**config.mk**
```make
export PLATFORM = sky130hd
export DESIGN_NAME = pipelined_shifter
export DESIGN_NICKNAME = d
export VERILOG_FILES = /design/src/rtl/pipelined_shifter_pkg.sv /design/src/rtl/pipelined_shifter_shift_stage.sv /design/src/rtl/pipelined_shifter.sv
export SDC_FILE = /design/constraint.sdc
export NUM_CORES = 1
export LEC_CHECK = 0
export CELL_PAD_IN_SITES_DETAIL_PLACEMENT = 1
export CELL_PAD_IN_SITES_GLOBAL_PLACEMENT = 1
export CORE_MARGIN = 5
export CORE_UTILIZATION = 43
export CTS_BUF_LIST = sky130_fd_sc_hd__clkbuf_4 sky130_fd_sc_hd__clkbuf_8
export DETAILED_ROUTE_END_ITERATION = 7
export PLACE_DENSITY_LB_ADDON = 0.1
export SLEW_MARGIN = 5
export SYNTH_ARGS = -nofsm -noshare
export SYNTH_HDL_FRONTEND = slang
export SYNTH_SLANG_ARGS = --single-unit
```
**constraint.sdc**
```tcl
create_clock -name CLK -period 1.6 [get_ports CLK]
set_clock_uncertainty 0.15 [all_clocks]
set_input_delay 0.48 -clock CLK [delete_from_list [all_inputs] [get_ports CLK]]
set_output_delay 0.48 -clock CLK [all_outputs]
set_load 0.02 [all_outputs]
```
**src/rtl/pipelined_shifter_pkg.sv**
```systemverilog
// pipelined_shifter_pkg: mode encodings and elaboration-time helpers shared by the shifter files
package pipelined_shifter_pkg;

    typedef enum logic [1:0] {
        MODE_SLL = 2'b00,
        MODE_SRL = 2'b01,
        MODE_SRA = 2'b10,
        MODE_ROR = 2'b11
    } mode_e;

    function automatic int clog2(input int v);
        int r;
        r = 0;
        for (int i = 0; i < 31; i++)
            if ((1 << i) < v) r = i + 1;
        return r;
    endfunction

endpackage

```
**src/rtl/pipelined_shifter_shift_stage.sv**
```systemverilog
// shift_stage: one registered barrel-shifter stage applying a shift of 2^K when amount bit K is set
module shift_stage
    import pipelined_shifter_pkg::*;
#(
    parameter int WIDTH = 8,
    parameter int K     = 0,
    parameter int AW    = 3
) (
    input  logic             clk,
    input  logic             rst_n,
    input  logic             adv_i,
    input  logic             valid_i,
    input  logic [WIDTH-1:0] data_i,
    input  logic [AW-1:0]    amt_i,
    input  mode_e            mode_i,
    input  logic             ovr_i,
    input  logic             sign_i,
    output logic             valid_o,
    output logic [WIDTH-1:0] data_o,
    output logic [AW-1:0]    amt_o,
    output mode_e            mode_o,
    output logic             ovr_o,
    output logic             sign_o
);

    localparam int S = 1 << K;

    logic [WIDTH-1:0] data_d, data_q;
    logic [AW-1:0]    amt_q;
    logic             valid_q, ovr_q, sign_q;
    mode_e            mode_q;

    assign data_d = !amt_i[K]            ? data_i :
                    mode_i == MODE_SLL   ? {data_i[WIDTH-1-S:0], {S{1'b0}}} :
                    mode_i == MODE_SRL   ? {{S{1'b0}}, data_i[WIDTH-1:S]} :
                    mode_i == MODE_SRA   ? {{S{data_i[WIDTH-1]}}, data_i[WIDTH-1:S]} :
                                           {data_i[S-1:0], data_i[WIDTH-1:S]};

    // Everything holds together when the output is stalled, so bubbles stay in place
    always_ff @(posedge clk or negedge rst_n) begin
        if (!rst_n) begin
            valid_q <= 1'b0;
            data_q  <= '0;
            amt_q   <= '0;
            mode_q  <= MODE_SLL;
            ovr_q   <= 1'b0;
            sign_q  <= 1'b0;
        end else if (adv_i) begin
            valid_q <= valid_i;
            data_q  <= data_d;
            amt_q   <= amt_i;
            mode_q  <= mode_i;
            ovr_q   <= ovr_i;
            sign_q  <= sign_i;
        end
    end

    assign valid_o = valid_q;
    assign data_o  = data_q;
    assign amt_o   = amt_q;
    assign mode_o  = mode_q;
    assign ovr_o   = ovr_q;
    assign sign_o  = sign_q;

endmodule

```
**src/rtl/pipelined_shifter.sv**
```systemverilog
// pipelined_shifter: valid/ready barrel shifter (SLL/SRL/SRA/ROR) with one stage per amount bit
// and a registered output fix-up for over-range amounts.
module pipelined_shifter
    import pipelined_shifter_pkg::*;
#(
    parameter int WIDTH = 8,
    parameter int AMT_W = 8
) (
    input  logic             CLK,
    input  logic             RESET,
    input  logic             IN_VALID,
    output logic             IN_READY,
    input  logic [WIDTH-1:0] IN_DATA,
    input  logic [AMT_W-1:0] SHIFT_AMT,
    input  logic [1:0]       MODE,
    output logic             OUT_VALID,
    input  logic             OUT_READY,
    output logic [WIDTH-1:0] OUT_DATA,
    output logic             OUT_ZERO
);

    localparam int LAT = clog2(WIDTH);

    logic             adv;
    logic             valid_p [LAT+1];
    logic [WIDTH-1:0] data_p  [LAT+1];
    logic [LAT-1:0]   amt_p   [LAT+1];
    mode_e            mode_p  [LAT+1];
    logic             ovr_p   [LAT+1];
    logic             sign_p  [LAT+1];
    logic [WIDTH-1:0] out_data_d, out_data_q;
    logic             out_valid_q;

    assign adv      = !(out_valid_q && !OUT_READY);
    assign IN_READY = adv;

    // Only the low amount bits drive the stages; anything larger is flagged here
    assign valid_p[0] = IN_VALID;
    assign data_p[0]  = IN_DATA;
    assign amt_p[0]   = SHIFT_AMT[LAT-1:0];
    assign mode_p[0]  = mode_e'(MODE);
    assign ovr_p[0]   = SHIFT_AMT >= AMT_W'(WIDTH);
    assign sign_p[0]  = IN_DATA[WIDTH-1];

    for (genvar k = 0; k < LAT; k++) begin : g_stage
        shift_stage #(.WIDTH(WIDTH), .K(k), .AW(LAT)) u_stage (
            .clk     (CLK),
            .rst_n   (RESET),
            .adv_i   (adv),
            .valid_i (valid_p[k]),
            .data_i  (data_p[k]),
            .amt_i   (amt_p[k]),
            .mode_i  (mode_p[k]),
            .ovr_i   (ovr_p[k]),
            .sign_i  (sign_p[k]),
            .valid_o (valid_p[k+1]),
            .data_o  (data_p[k+1]),
            .amt_o   (amt_p[k+1]),
            .mode_o  (mode_p[k+1]),
            .ovr_o   (ovr_p[k+1]),
            .sign_o  (sign_p[k+1])
        );
    end

    // ROR already wrapped modulo WIDTH, so over-range only overrides the other modes
    assign out_data_d = !ovr_p[LAT] || mode_p[LAT] == MODE_ROR ? data_p[LAT] :
                        mode_p[LAT] == MODE_SRA                ? {WIDTH{sign_p[LAT]}} : '0;

    always_ff @(posedge CLK or negedge RESET) begin
        if (!RESET) begin
            out_valid_q <= 1'b0;
            out_data_q  <= '0;
        end else if (adv) begin
            out_valid_q <= valid_p[LAT];
            out_data_q  <= out_data_d;
        end
    end

    assign OUT_VALID = out_valid_q;
    assign OUT_DATA  = out_data_q;
    assign OUT_ZERO  = out_data_q == '0;

endmodule

```
Word-level counts from Yosys, hierarchy flattened. Cells that the tools add are included.

Input port bits: 22. Output and inout bits: 11. Register bits after elaboration: 54. Logic and storage cells: 51.

$lt $le $gt $ge: 1. Reductions and logical operators: 9. Mux-type cells: 14. Equality and inequality tests: 8.

Operators by type and width (number): $mux W8 (14); $eq A2 B2 Y1 const B (5); $ge A8 B4 Y1 const B (1); $logic_not A8 Y1 (1); $eq A2 B1 Y1 const B (3); $logic_not A2 Y1 (3); $logic_not A1 Y1 (3); $logic_and A1 B1 Y1 (1); $logic_or A1 B1 Y1 (1).

Depth between registers and ports, before layout.
Depth after elaboration: 5. Gate-level depth with buffers: 6. Mapped depth without buffers: 4.

Hierarchy. A second synthesis with hierarchy kept.

Cells, all modules: 239. Area total of the unflattened synthesis: 2677.6 sq um.

Modules (own cells, without submodules): shift_stage (g_stage[2].u_stage) (cells each 65, seq. area each 400.4 sq um, instances 1, area each 759.5 sq um); shift_stage (g_stage[0].u_stage) (cells each 63, seq. area each 400.4 sq um, instances 1, area each 754.5 sq um); shift_stage (g_stage[1].u_stage) (cells each 64, seq. area each 400.4 sq um, instances 1, area each 754.5 sq um); pipelined_shifter (cells each 47, seq. area each 225.2 sq um, instances 1, area each 409.1 sq um).

Worst setup path before layout. OpenSTA, ideal clock, no wires.

Path type: flip-flop to output port. From: register out_data_q[5] (netlist: OUT_DATA[5]). To: output OUT_ZERO. Path slack: -312 ps. Path buffers: 0. Arrival: 1282 ps. Data required time: 970 ps. Stages on the path, launching flop included: 3. Cell sequence: dfrtp_1 > or4_1 > nor2_1.

Cells in the longest elaborated chain, start to end: 1.

RTL lines: from (decl) (line pipelined_shifter.sv:31) `logic [WIDTH-1:0] out_data_d, out_data_q;`; from (signal assigned) (line pipelined_shifter.sv:75) `out_data_q <= out_data_d;`; $logic_not A8 Y1 (line pipelined_shifter.sv:81) `assign OUT_ZERO = out_data_q == '0;`; to (decl) (line pipelined_shifter.sv:19) `output logic OUT_ZERO`.

No other way between the ends.

Worst setup path in the final report.
From: register out_data_q[3] (netlist: OUT_DATA[3]). To: output OUT_ZERO.

The elaborated chain is that of the path after synthesis.

==> reports/qor.log <==
[flow_run] max capacitance violation total 0
[setup_path] launching element type of the critical path flop
[timing] Min Clock Period, post-route 2102 ps
[timing] worst max-slew margin expressed relative to the limit 70.60%
[setup_path] required time reported for the critical path endpoint 970 ps
[layout] fillers 645
[setup_path] crit path DAT 1470 ps
[setup_path] dominant delay contributor by cell family on the critical path simple AND/OR/NAND/NOR gates
[setup_path] largest stage delay on the critical path 550 ps
[logic_synthesis] number of cells produced by synthesis 274
[cts] buffer depth of the longest clock path 2
[logic_synthesis] synthesis warning total 0
[placed_design] placed inst area 2997 µm²
[pwr] Power Dens Cells 1816 nW/µm²
[die] placeable core area 5540 µm²
[die] effective utilization at floorplan 44.24%
[drt] vias per cell 5.414
[cts] Clock H-tree levels 2
[timing] top achievable clock speed 0.4756 GHz
[setup_path] CP max-delay cell or4_4
[drt] antenna-violating nets left 0
[cts] latest clock arrival within the worst-skew pair 300 ps
[drt] wire per inst 16.12 µm
[cts] TritonCTS clock tree done
[setup_path] Worst Path Buf+Inv 1
[layout] nets 348
[setup_path] Crit Reg-Reg Endpoint g_stage[1].u_stage.data_o[6]
[drt] final WL 6430 µm
[layout] design area 3208 µm²
[layout] total inserted antenna cells 0
[setup_path] count of cells along the worst register-to-register path 3
[timing] Final Setup Violations 3
[setup_path] Reg2Reg Launch Point g_stage[0].u_stage.mode_o[0]
[cts] clock input transition at the sequential cells of the worst setup and hold paths 90 ps
[timing] setup repair after global routing missed its margin true
[cts] clk sinks 51
[placed_design] RePlAce Congestion 0.7892
[placed_design] PortBufs 32
[drt] DRC violation total after the first TritonRoute iteration 99
[drt] total number of vias 2160
[pwr] cell internal pwr 3581 µW
[timing] Final Hold Fails 1
[grt] total routing resource utilization after global routing 18.57%
[timing] transition time at the pin with the least slew margin 439.4 ps
[logic_synthesis] total of flip-flops plus latches after synthesis 51
[status] outcome complete, but fails checks
[grt] maximum number of pins on one net before global-route repair 60
[layout] commonest cells after routing, fill and taps aside nand2_1 (72), dfrtp_1 (49), o21ai_0 (35)
[die] floorplan die height 85.50 µm
[pwr] part of the total power dissipated in combinational logic 43.5%
[pwr] largest vdd supply drop 0.7408 mV
[status] failing checks hold timing, setup timing
[pwr] Psw 2243 µW
[setup_path] ordered list of cells on the worst path or4_4 > nor2_4 > buf_6
[drt] detailed-route DRC error count 0
[grt] wire length of the first global-routing pass 10980 µm
[timing] Min Hold Slack -0.7518 ps
[pwr] total power of the final layout 5824 µW
[layout] Sequential Area 1279 µm²
[grt] total overflow reported by the global router 0
[drt] drt pass-1 iters 4
[layout] area of the multi-input gates 1091 µm²
[layout] growth of design area from synthesis to finish 30.88%
[setup_path] maximum fanout along the worst path 2
[hold_path] path class of the lowest-slack min-delay path input pin to async pin
[pwr] part of the total power dissipated in sequential elements 40.4%
[setup_path] setup slack, reg-to-reg 90 ps
[pwr] Static Leakage 0.001472 µW
[logic_synthesis] synth unique cells 35
[logic_synthesis] netlist area before placement 2451 µm²
[setup_path] category of the worst setup path capture point primary output
[grt] via count of the first global-routing pass 2274
[cts] CTS root buf clkbuf_8
[timing] final worst setup slack -502.4 ps
[logic_synthesis] fraction of the yosys area taken by sequential cells 52.07%
[layout] fraction of layout instances using a drive strength above 1 20.80%
[layout] most frequent standard cell in the layout excluding fill and tap cells nand2_1
[setup_path] class of the most critical setup path flop to primary output
[die] die area 7310 µm²
[die] Horiz. Die Dim 85.50 µm
[logic_synthesis] number of nets produced by synthesis 296
[pwr] Sw Share 38.52%
[timing] number of max-slew violations in the final report 0
[cts] total of hold buffers inserted after clock tree synthesis 0
[die] Core Rows 27
[logic_synthesis] Avg Synthesized Cell Area 8.946 µm²
[pwr] Clock power frac 16.0%
[timing] Final period util 131.4%
[cts] Num CTS Buffers 5
[grt] number of antenna violations at the first check in global routing 0
[placed_design] dpl hpwl 4372 µm
[die] top-level I/O count 33
cell usage after synthesis, drive strengths merged:
master / instances / share of area [%]
buf: 10 / 2.4
a221oi: 7 / 2.8
or3: 1 / 0.26
nor3: 1 / 0.20
nand2b: 1 / 0.26
mux2i: 4 / 1.6
a21bo: 1 / 0.41
o311a: 2 / 0.87
o221ai: 1 / 0.36
o211ai: 1 / 0.31
nor2b: 1 / 0.26
nand2: 72 / 11
dfrtp: 51 / 52
o211a: 4 / 1.6
nand3: 4 / 0.82
nor2: 23 / 3.5
o22ai: 1 / 0.26
a31oi: 3 / 0.77
a41oi: 1 / 0.66
mux2: 3 / 1.5
or4: 2 / 0.61
inv: 7 / 1.1
a21oi: 8 / 1.6
o21ai: 38 / 7.8
a211oi: 8 / 2.5
clkbuf: 9 / 1.4
o21a: 10 / 3.1
area by class of cell:
class / count / area share [%]
tap: 72 / 2.808
multi-input combinational: 197 / 34.01
inverter: 7 / 0.8190
sequential: 51 / 39.86
timing repair buffer: 64 / 18.84
clock inverter: 2 / 1.092
clock buffer: 6 / 2.574
stage by stage:
stage               utilization (%)  hold slack, ps  cells  TNS, ps  setup WS, ps
finish                        57.90         -0.7518    399   -797.0        -502.4
global route                  57.90           19.35    399    -1067        -540.7
CTS                           57.23           1.629    395   -725.0        -520.2
detailed placement            54.09           306.3    386   -24700        -696.1
global placement              54.09           294.8    386   -21840        -664.9
floorplan                         -           34.41    274   -195.0        -195.0
how the worst max path moves through the flow:
stage	cells after the start	endpoint	start
floorplan	2	OUT_ZERO	OUT_DATA[1]
finish	3	OUT_ZERO	OUT_DATA[3]
global route	3	OUT_ZERO	OUT_DATA[5]
CTS	3	OUT_ZERO	OUT_DATA[7]
global placement	4	IN_READY	OUT_READY
detailed placement	4	IN_READY	OUT_READY
cell families (layout without fill, tap and decap cells):
family | count (synthesis) | after routing | synth area share, %
AO/OA/AOI/OAI | 85 | 85 | 22.92
buffers and inverters | 26 | 79 | 4.901
flip-flops | 51 | 51 | 52.07
multiplexers | 7 | 7 | 3.165
AND/OR/NAND/NOR | 105 | 105 | 16.95
flip-flops by register name, summed over array words and instances, names as in the netlist:
| signal | count |
|---|---|
| g_stage.u_stage.amt_o | 3 |
| g_stage.u_stage.ovr_o | 3 |
| g_stage.u_stage.sign_o | 3 |
| OUT_DATA | 8 |
| g_stage.u_stage.data_o | 24 |
| g_stage.u_stage.mode_o | 6 |
| OUT_VALID | 1 |
| g_stage.u_stage.valid_o | 3 |
metal layers:
layer  global-route usage [%]  wire, µm  up-vias
met5                        0         0        -
met4                    4.604        47        0
met3                    2.690       185        5
met2                    34.25      3480       42
met1                    22.66      2717     1063
li1                         -         -     1050
power by group through the flow:
stage	clock network, µW	logic (µW)	registers (µW)
finish	934	2540	2350
detailed placement	0	2330	2340
global placement	0	2240	2300
CTS	962	2460	2330
global route	1010	2820	2430
floorplan	0	1400	2320
what timing repair did:
| action | in CTS | in global routing |
|---|---|---|
| pin swaps | 2 | 3 |
| buffers inserted | 3 | 6 |
| endpoints found under the setup margin | 61 | 19 |
| resized for setup | 75 | 5 |
No activity file was read; power rests on OpenSTA's default activity.
